`src/rtl/uart_pkg.sv`:
```
// uart_pkg
// Shared definitions for the 8N1 UART: frame constants and the state
// encodings used by the transmitter and receiver machines.
package uart_pkg;

   localparam int   DATA_BITS = 8;
   localparam logic START_BIT = 1'b0;
   localparam logic STOP_BIT  = 1'b1;

   typedef enum logic [2:0] {
      TX_IDLE,
      TX_START,
      TX_DATA,
      TX_STOP,
      TX_DONE
   } tx_state_t;

   typedef enum logic [1:0] {
      RX_IDLE,
      RX_START,
      RX_DATA,
      RX_STOP
   } rx_state_t;

endpackage

```
`src/rtl/uart_rx.sv`:
```
// uart_rx
// 8N1 receiver. The pin is synchronised through two flops, the start bit is
// confirmed at its midpoint, and each following bit is sampled one bit
// period later so sampling stays centred.
//
// Ports
//   i_Clock      sole clock, rising edge
//   i_Reset      synchronous active-high reset
//   i_Rx_Serial  asynchronous serial input
//   o_Rx_DV      one-cycle pulse when a byte with a good stop bit arrives
//   o_Rx_Byte    last good byte, held between pulses
//
// state    | meaning
// ---------+---------------------------------------------
// RX_IDLE  | line high, waiting for a falling edge
// RX_START | timing to mid start bit to reject glitches
// RX_DATA  | sampling data bits at mid-bit, LSB first
// RX_STOP  | sampling the stop bit; bad stop discards the byte
module uart_rx
   import uart_pkg::*;
#(
   parameter int CLKS_PER_BIT = 87
) (
   input  logic       i_Clock,
   input  logic       i_Reset,
   input  logic       i_Rx_Serial,
   output logic       o_Rx_DV,
   output logic [7:0] o_Rx_Byte
);

   localparam int             CW          = $clog2(CLKS_PER_BIT);
   localparam logic [CW-1:0]  LP_CNT_MAX  = CW'(CLKS_PER_BIT - 1);
   localparam logic [CW-1:0]  LP_CNT_HALF = CW'((CLKS_PER_BIT - 1) / 2);
   localparam logic [2:0]     LP_IDX_LAST = 3'(DATA_BITS - 1);

   logic          r_Rx_Sync1;
   logic          r_Rx_Sync2;
   rx_state_t     r_State;
   logic [CW-1:0] r_Clk_Count;
   logic [2:0]    r_Bit_Index;
   logic [7:0]    r_Shift;
   logic [7:0]    r_Rx_Byte;
   logic          r_Rx_DV;

   logic          w_Rx_Bit;
   rx_state_t     w_Next_State;
   logic [CW-1:0] w_Next_Count;
   logic [2:0]    w_Next_Index;
   logic [7:0]    w_Next_Shift;
   logic [7:0]    w_Next_Byte;
   logic          w_Next_DV;

   assign w_Rx_Bit = r_Rx_Sync2;

   // Synchroniser resets to the idle level so a reset never fakes a start.
   always_ff @(posedge i_Clock) begin
      if (i_Reset) begin
         r_Rx_Sync1  <= STOP_BIT;
         r_Rx_Sync2  <= STOP_BIT;
         r_State     <= RX_IDLE;
         r_Clk_Count <= '0;
         r_Bit_Index <= '0;
         r_Shift     <= '0;
         r_Rx_Byte   <= '0;
         r_Rx_DV     <= 1'b0;
      end else begin
         r_Rx_Sync1  <= i_Rx_Serial;
         r_Rx_Sync2  <= r_Rx_Sync1;
         r_State     <= w_Next_State;
         r_Clk_Count <= w_Next_Count;
         r_Bit_Index <= w_Next_Index;
         r_Shift     <= w_Next_Shift;
         r_Rx_Byte   <= w_Next_Byte;
         r_Rx_DV     <= w_Next_DV;
      end
   end

   always_comb begin
      w_Next_State = r_State;
      w_Next_Count = r_Clk_Count;
      w_Next_Index = r_Bit_Index;
      w_Next_Shift = r_Shift;
      w_Next_Byte  = r_Rx_Byte;
      w_Next_DV    = 1'b0;

      case (r_State)
         RX_IDLE: begin
            w_Next_Count = '0;
            w_Next_Index = '0;
            if (w_Rx_Bit == START_BIT) begin
               w_Next_State = RX_START;
            end
         end

         RX_START: begin
            if (r_Clk_Count == LP_CNT_HALF) begin
               w_Next_Count = '0;
               w_Next_State = (w_Rx_Bit == START_BIT) ? RX_DATA : RX_IDLE;
            end else begin
               w_Next_Count = r_Clk_Count + CW'(1);
            end
         end

         RX_DATA: begin
            if (r_Clk_Count == LP_CNT_MAX) begin
               w_Next_Count = '0;
               // Shift in from the top so the first bit ends up in bit 0.
               w_Next_Shift = {w_Rx_Bit, r_Shift[7:1]};
               w_Next_Index = r_Bit_Index + 3'd1;
               if (r_Bit_Index == LP_IDX_LAST) begin
                  w_Next_State = RX_STOP;
               end
            end else begin
               w_Next_Count = r_Clk_Count + CW'(1);
            end
         end

         RX_STOP: begin
            if (r_Clk_Count == LP_CNT_MAX) begin
               w_Next_Count = '0;
               w_Next_State = RX_IDLE;
               if (w_Rx_Bit == STOP_BIT) begin
                  w_Next_Byte = r_Shift;
                  w_Next_DV   = 1'b1;
               end
            end else begin
               w_Next_Count = r_Clk_Count + CW'(1);
            end
         end

         default: begin
            w_Next_State = RX_IDLE;
         end
      endcase
   end

   assign o_Rx_DV   = r_Rx_DV;
   assign o_Rx_Byte = r_Rx_Byte;

endmodule

```
`src/rtl/uart_tx.sv`:
```
// uart_tx
// 8N1 serialiser. A one-cycle i_Tx_DV in idle latches i_Tx_Byte and sends
// start, eight data bits LSB first and a stop bit, each CLKS_PER_BIT cycles.
//
// Ports
//   i_Clock      sole clock, rising edge
//   i_Reset      synchronous active-high reset
//   i_Tx_DV      one-cycle strobe qualifying i_Tx_Byte (ignored unless idle)
//   i_Tx_Byte    byte to send
//   o_Tx_Active  high while a frame is on the line
//   o_Tx_Serial  serial line, idles high
//   o_Tx_Done    one-cycle pulse after the stop bit
//
// state    | meaning
// ---------+---------------------------------------------
// TX_IDLE  | line high, waiting for a strobe
// TX_START | start bit (0) on the line
// TX_DATA  | data bit r_Bit_Index on the line
// TX_STOP  | stop bit (1) on the line
// TX_DONE  | single cycle that raises the done pulse
module uart_tx
   import uart_pkg::*;
#(
   parameter int CLKS_PER_BIT = 87
) (
   input  logic       i_Clock,
   input  logic       i_Reset,
   input  logic       i_Tx_DV,
   input  logic [7:0] i_Tx_Byte,
   output logic       o_Tx_Active,
   output logic       o_Tx_Serial,
   output logic       o_Tx_Done
);

   localparam int             CW          = $clog2(CLKS_PER_BIT);
   localparam logic [CW-1:0]  LP_CNT_MAX  = CW'(CLKS_PER_BIT - 1);
   localparam logic [2:0]     LP_IDX_LAST = 3'(DATA_BITS - 1);

   tx_state_t     r_State;
   logic [CW-1:0] r_Clk_Count;
   logic [2:0]    r_Bit_Index;
   logic [7:0]    r_Tx_Data;
   logic          r_Tx_Serial;
   logic          r_Tx_Active;
   logic          r_Tx_Done;

   tx_state_t     w_Next_State;
   logic [CW-1:0] w_Next_Count;
   logic [2:0]    w_Next_Index;
   logic [7:0]    w_Next_Data;
   logic          w_Tx_Serial;
   logic          w_Tx_Active;
   logic          w_Tx_Done;

   // Outputs are registered from the current state, so every line change
   // lands one edge after the state change that causes it.
   always_ff @(posedge i_Clock) begin
      if (i_Reset) begin
         r_State     <= TX_IDLE;
         r_Clk_Count <= '0;
         r_Bit_Index <= '0;
         r_Tx_Data   <= '0;
         r_Tx_Serial <= STOP_BIT;
         r_Tx_Active <= 1'b0;
         r_Tx_Done   <= 1'b0;
      end else begin
         r_State     <= w_Next_State;
         r_Clk_Count <= w_Next_Count;
         r_Bit_Index <= w_Next_Index;
         r_Tx_Data   <= w_Next_Data;
         r_Tx_Serial <= w_Tx_Serial;
         r_Tx_Active <= w_Tx_Active;
         r_Tx_Done   <= w_Tx_Done;
      end
   end

   always_comb begin
      w_Next_State = r_State;
      w_Next_Count = r_Clk_Count;
      w_Next_Index = r_Bit_Index;
      w_Next_Data  = r_Tx_Data;
      w_Tx_Serial  = STOP_BIT;
      w_Tx_Active  = 1'b0;
      w_Tx_Done    = 1'b0;

      case (r_State)
         TX_IDLE: begin
            w_Next_Count = '0;
            w_Next_Index = '0;
            if (i_Tx_DV) begin
               w_Next_Data  = i_Tx_Byte;
               w_Next_State = TX_START;
            end
         end

         TX_START: begin
            w_Tx_Serial = START_BIT;
            w_Tx_Active = 1'b1;
            if (r_Clk_Count == LP_CNT_MAX) begin
               w_Next_Count = '0;
               w_Next_State = TX_DATA;
            end else begin
               w_Next_Count = r_Clk_Count + CW'(1);
            end
         end

         TX_DATA: begin
            w_Tx_Serial = r_Tx_Data[r_Bit_Index];
            w_Tx_Active = 1'b1;
            if (r_Clk_Count == LP_CNT_MAX) begin
               w_Next_Count = '0;
               w_Next_Index = r_Bit_Index + 3'd1;
               if (r_Bit_Index == LP_IDX_LAST) begin
                  w_Next_State = TX_STOP;
               end
            end else begin
               w_Next_Count = r_Clk_Count + CW'(1);
            end
         end

         TX_STOP: begin
            w_Tx_Serial = STOP_BIT;
            w_Tx_Active = 1'b1;
            if (r_Clk_Count == LP_CNT_MAX) begin
               w_Next_Count = '0;
               w_Next_State = TX_DONE;
            end else begin
               w_Next_Count = r_Clk_Count + CW'(1);
            end
         end

         TX_DONE: begin
            w_Tx_Done    = 1'b1;
            w_Next_State = TX_IDLE;
         end

         default: begin
            w_Next_State = TX_IDLE;
         end
      endcase
   end

   assign o_Tx_Serial = r_Tx_Serial;
   assign o_Tx_Active = r_Tx_Active;
   assign o_Tx_Done   = r_Tx_Done;

endmodule

```
`src/rtl/uart_core.sv`:
```
// uart_core
// Full-duplex 8N1 UART: one transmitter and one receiver sharing a clock
// and a compile-time bit period. Pure wiring of uart_tx and uart_rx.
//
// Ports
//   i_Clock, i_Reset                  clock and synchronous active-high reset
//   i_Tx_DV, i_Tx_Byte                transmit strobe and byte
//   o_Tx_Active, o_Tx_Serial,
//   o_Tx_Done                         transmitter status and line
//   i_Rx_Serial                       asynchronous receive line
//   o_Rx_DV, o_Rx_Byte                received byte and its valid pulse
module uart_core
   import uart_pkg::*;
#(
   parameter int CLKS_PER_BIT = 87
) (
   input  logic       i_Clock,
   input  logic       i_Reset,
   input  logic       i_Tx_DV,
   input  logic [7:0] i_Tx_Byte,
   output logic       o_Tx_Active,
   output logic       o_Tx_Serial,
   output logic       o_Tx_Done,
   input  logic       i_Rx_Serial,
   output logic       o_Rx_DV,
   output logic [7:0] o_Rx_Byte
);

   uart_tx #(
      .CLKS_PER_BIT (CLKS_PER_BIT)
   ) u_tx (
      .i_Clock     (i_Clock),
      .i_Reset     (i_Reset),
      .i_Tx_DV     (i_Tx_DV),
      .i_Tx_Byte   (i_Tx_Byte),
      .o_Tx_Active (o_Tx_Active),
      .o_Tx_Serial (o_Tx_Serial),
      .o_Tx_Done   (o_Tx_Done)
   );

   uart_rx #(
      .CLKS_PER_BIT (CLKS_PER_BIT)
   ) u_rx (
      .i_Clock     (i_Clock),
      .i_Reset     (i_Reset),
      .i_Rx_Serial (i_Rx_Serial),
      .o_Rx_DV     (o_Rx_DV),
      .o_Rx_Byte   (o_Rx_Byte)
   );

endmodule

```
`config.mk`:
```
export PLATFORM = sky130hd
export DESIGN_NAME = uart_core
export DESIGN_NICKNAME = d
export VERILOG_FILES = /design/src/rtl/uart_pkg.sv /design/src/rtl/uart_rx.sv /design/src/rtl/uart_tx.sv /design/src/rtl/uart_core.sv
export SDC_FILE = /design/constraint.sdc
export NUM_CORES = 1
export LEC_CHECK = 0
export CORE_MARGIN = 2
export CORE_UTILIZATION = 33
export CTS_CLUSTER_DIAMETER = 50
export CTS_CLUSTER_SIZE = 25
export DETAILED_ROUTE_END_ITERATION = 10
export PLACE_DENSITY_LB_ADDON = 0.25
export SLEW_MARGIN = 15
export SYNTH_ARGS = -nofsm -noshare
export SYNTH_HDL_FRONTEND = slang
export SYNTH_SLANG_ARGS = --single-unit
export TNS_END_PERCENT = 100
```
`constraint.sdc`:
```
create_clock -name i_Clock -period 2 [get_ports i_Clock]
set_input_delay 0.4 -clock i_Clock [delete_from_list [all_inputs] [get_ports i_Clock]]
set_output_delay 0.4 -clock i_Clock [all_outputs]
set_load 0.005 [all_outputs]
```
==> results.yml <==
timing:
  tns_ns: 0
  period_minus_slack_ns: 1.712
  fmax_ghz: 0.5841
  rsz0062_at_grt: "no"
  finalSetupViolations: 0
  finClkSkew_ns: 0.006374
  report.final.slew_viol_count: 0
  worst_pin_slew_ns: 0.5028
  hold_violations: 0
  worst_slew_margin_rel_pct: 66.48
  min_period_over_period_pct: 85.60
floorplanning:
  core_area_um2: 6869
  fp.dieH_um: 88.83
  die_width_um: 88.83
  ios: 24
  start_util_pct: 34.57
  rows: 30
  die-area_um2: 7891
status:
  status: "completed"
power:
  irDropWorstVdd_uv: 390.6
  power.density_nw_per_um2: 703.1
  leakagePower_nw: 1.050
  totalPowerFinal_mw: 1.986
cells_and_area:
  syn2layout_area_growth_pct: 18.97
  n_fill_cell: 704
  multi_input_area_um2: 1190
  final_common_cell: "dfxtp_1"
  drive_above_1_share_pct: 8.865
  diodes: 0
  mostFrequentLayoutCells: "55 x dfxtp_1, 31 x nor2_1, 28 x nand2_1"
  nets: 302
  regArea_um2: 1101
logic_synthesis:
  synthDistinctLibCells: 48
  seq_area_frac_synth_pct: 46.36
  syn_inst: 257
  syn_area_per_cell_um2: 9.240
  synth_nets: 278
  synth_xor_area_share_pct: 1.844
  synth_mux_area_share_pct: 9.958
  synth_top_area_share_pct: 46.36
  synth_top_area_cell: "dfxtp_1"
  yosys-top-cells-area: "dfxtp_1 46%, mux2i_1 7.6%, nor2_1 4.9%, ha_1 4.7%, a21oi_1 4.4%"
  synth_compound_area_share_pct: 11.33
  synth_fa_ha_area_share_pct: 4.742
  synth_warnings: 0
  synth_area_um2: 2375
  ys_ff_latch: 55
  synth_top_family_by_area: "simple AND/OR/NAND/NOR gates"
  synth_simple_gate_area_share_pct: 22.23
worst_setup_path:
  crit_start: "u_tx.r_Clk_Count[0]$_SDFFE_PP0P_"
  critPathRequiredTime_ns: 2.24
  cp_slowest_cell: "or4_1"
  cpPeakStageDelay_ns: 0.46
  r2r_start: "u_tx.r_Clk_Count[0]$_SDFFE_PP0P_"
  path_buf_inv: 1
  critPathArrivalTime_ns: 1.95
  crit_path_start_kind: "flop"
  cp_top_family: "simple AND/OR/NAND/NOR gates"
  path_cells: "inv_1 > ha_1 > and2_1 > a21o_1 > or4_1 > a31oi_1"
  critPathKind: "reg -> reg"
  critPathMaxFanout: 6
  endpoint_kind: "flop"
global_routing:
  grt-ovfl-total: 0
  track_usage_pct: 12.15
  grt_pass1_vias: 1612
  antenna_found_initial: 0
  grt_first_pass_wirelength_um: 7590
  grt_max_degree: 23
routing:
  ant_nets: 0
  drc: 0
  wl_met2_um: 1824
  drt_wl_total_um: 4320
  drt_first_pass_iters: 4
  wl_met3_um: 156
  wl_met1_um: 2286
  vias: 1819
  drt_first_iter_violations: 113
  viasPerCell: 4.812
  wire_per_inst_um: 11.43
  highest_layer: "met4"
placed_design:
  portBuffers: 23
  hpwl_um: 3057
  routabilityCongestion: 0.8315
cts:
  numCtsBuffers: 5
  cts.clk_slew.worst_paths_ns: 0.10
  clk_latency_ns: 0.31
  cts_resized: 0
  cts-root-buf: "clkbuf_8"
  cts.path.max_buffers: 2
  cts_tree: "yes"
  clkSinkCount: 55
  postCtsHoldBufs: 0
  htree_levels: 2
  cts_setup_buffers: 0
run:
  drv_cap: 0
min_path:
  min_path_type: "reg -> reg"
  holdCritStartpoint: "u_rx.r_Rx_Sync1$_SDFF_PP1_"
area by class of cell:
| class | count | share of cell area [%] |
|---|---|---|
| Timing Repair Buffer | 29 | 9.743 |
| Inverter | 6 | 0.7972 |
| Clock inverter | 3 | 1.683 |
| Sequential cell | 55 | 38.97 |
| Clock buffer | 5 | 2.436 |
| Tap cell | 96 | 4.252 |
| Multi-Input combinational cell | 184 | 42.12 |
cells in the mapped netlist, drive strengths merged:
| master | number |
|---|---|
| nor4b | 4 |
| nor2b | 3 |
| nand2b | 1 |
| a32oi | 1 |
| o31a | 1 |
| mux4 | 2 |
| o31ai | 1 |
| xor2 | 3 |
| mux2i | 18 |
| a21oi | 21 |
| a2111oi | 1 |
| a22oi | 1 |
| dfxtp | 55 |
| o21ai | 7 |
| nor3b | 1 |
| and4b | 1 |
| nor3 | 4 |
| a21o | 1 |
| a21boi | 1 |
| buf | 6 |
| mux2 | 1 |
| nand3 | 11 |
| o211ai | 1 |
| or2 | 3 |
| a211oi | 2 |
| nand2 | 28 |
| or3 | 2 |
| and3 | 3 |
| and4 | 2 |
| clkbuf | 6 |
| a31oi | 4 |
| nand4 | 1 |
| and2 | 5 |
| nand4b | 1 |
| ha | 9 |
| xnor2 | 2 |
| nor2 | 31 |
| inv | 6 |
| a311oi | 2 |
| and4bb | 1 |
| or4 | 2 |
| o21bai | 1 |
metrics by stage:
stage / hold slack [ns] / setup slack [ns] / utilization (%) / instances / cell area (µm²)
floorplan: 0.3895 / 0.4158 / - / 257 / 2375
global placement: 0.3939 / 0.3156 / 39.44 / 370 / 2709
detailed placement: 0.3967 / 0.2908 / 39.44 / 370 / 2709
CTS: 0.4221 / 0.2920 / 41.13 / 378 / 2825
global route: 0.4519 / 0.1683 / 41.13 / 378 / 2825
finish: 0.4192 / 0.2879 / 41.13 / 378 / 2825
metal layers:
metal  up-vias  GRT usage (%)
met4         0          4.132
li1        952              -
met2        28          17.57
met1       835          17.53
met5         -              0
met3         4          3.078
power breakdown:
group          leakage, nW  switching [mW]  internal [mW]
Clock               0.0587           0.377          0.380
Sequential           0.446          0.0149           1.11
Combinational        0.546          0.0506         0.0507
cell families (layout without fill, tap and decap cells):
kind of cell,Yosys count,after routing
xor+xnor,5,5
flops,55,55
mux,21,21
fa+ha+maj,9,9
compound gates,45,45
simple gates,104,104
buf+inv,18,43
state kept, by name, summed over array words and instances (netlist names), 3 cells and up, named ones only:
name / count
u_rx.o_Rx_Byte: 8
u_rx.r_Bit_Index: 3
u_rx.r_Clk_Count: 7
u_rx.r_Shift: 8
u_tx.r_Bit_Index: 3
u_tx.r_Clk_Count: 7
u_tx.r_State: 3
u_tx.r_Tx_Data: 8
path summary, 6_finish.rpt:
check / cells after the start / slack [ns] / endpoint
hold / removal: 1 / 0.42 / u_rx.r_Rx_Sync2$_SDFF_PP1_
setup reg to reg: 6 / 0.29 / u_tx.r_Clk_Count[5]$_SDFFE_PP0P_
hold reg to reg: 1 / 0.42 / u_rx.r_Rx_Sync2$_SDFF_PP1_
setup / recovery: 6 / 0.29 / u_tx.r_Clk_Count[5]$_SDFFE_PP0P_
(Power assumes the default switching activity.)
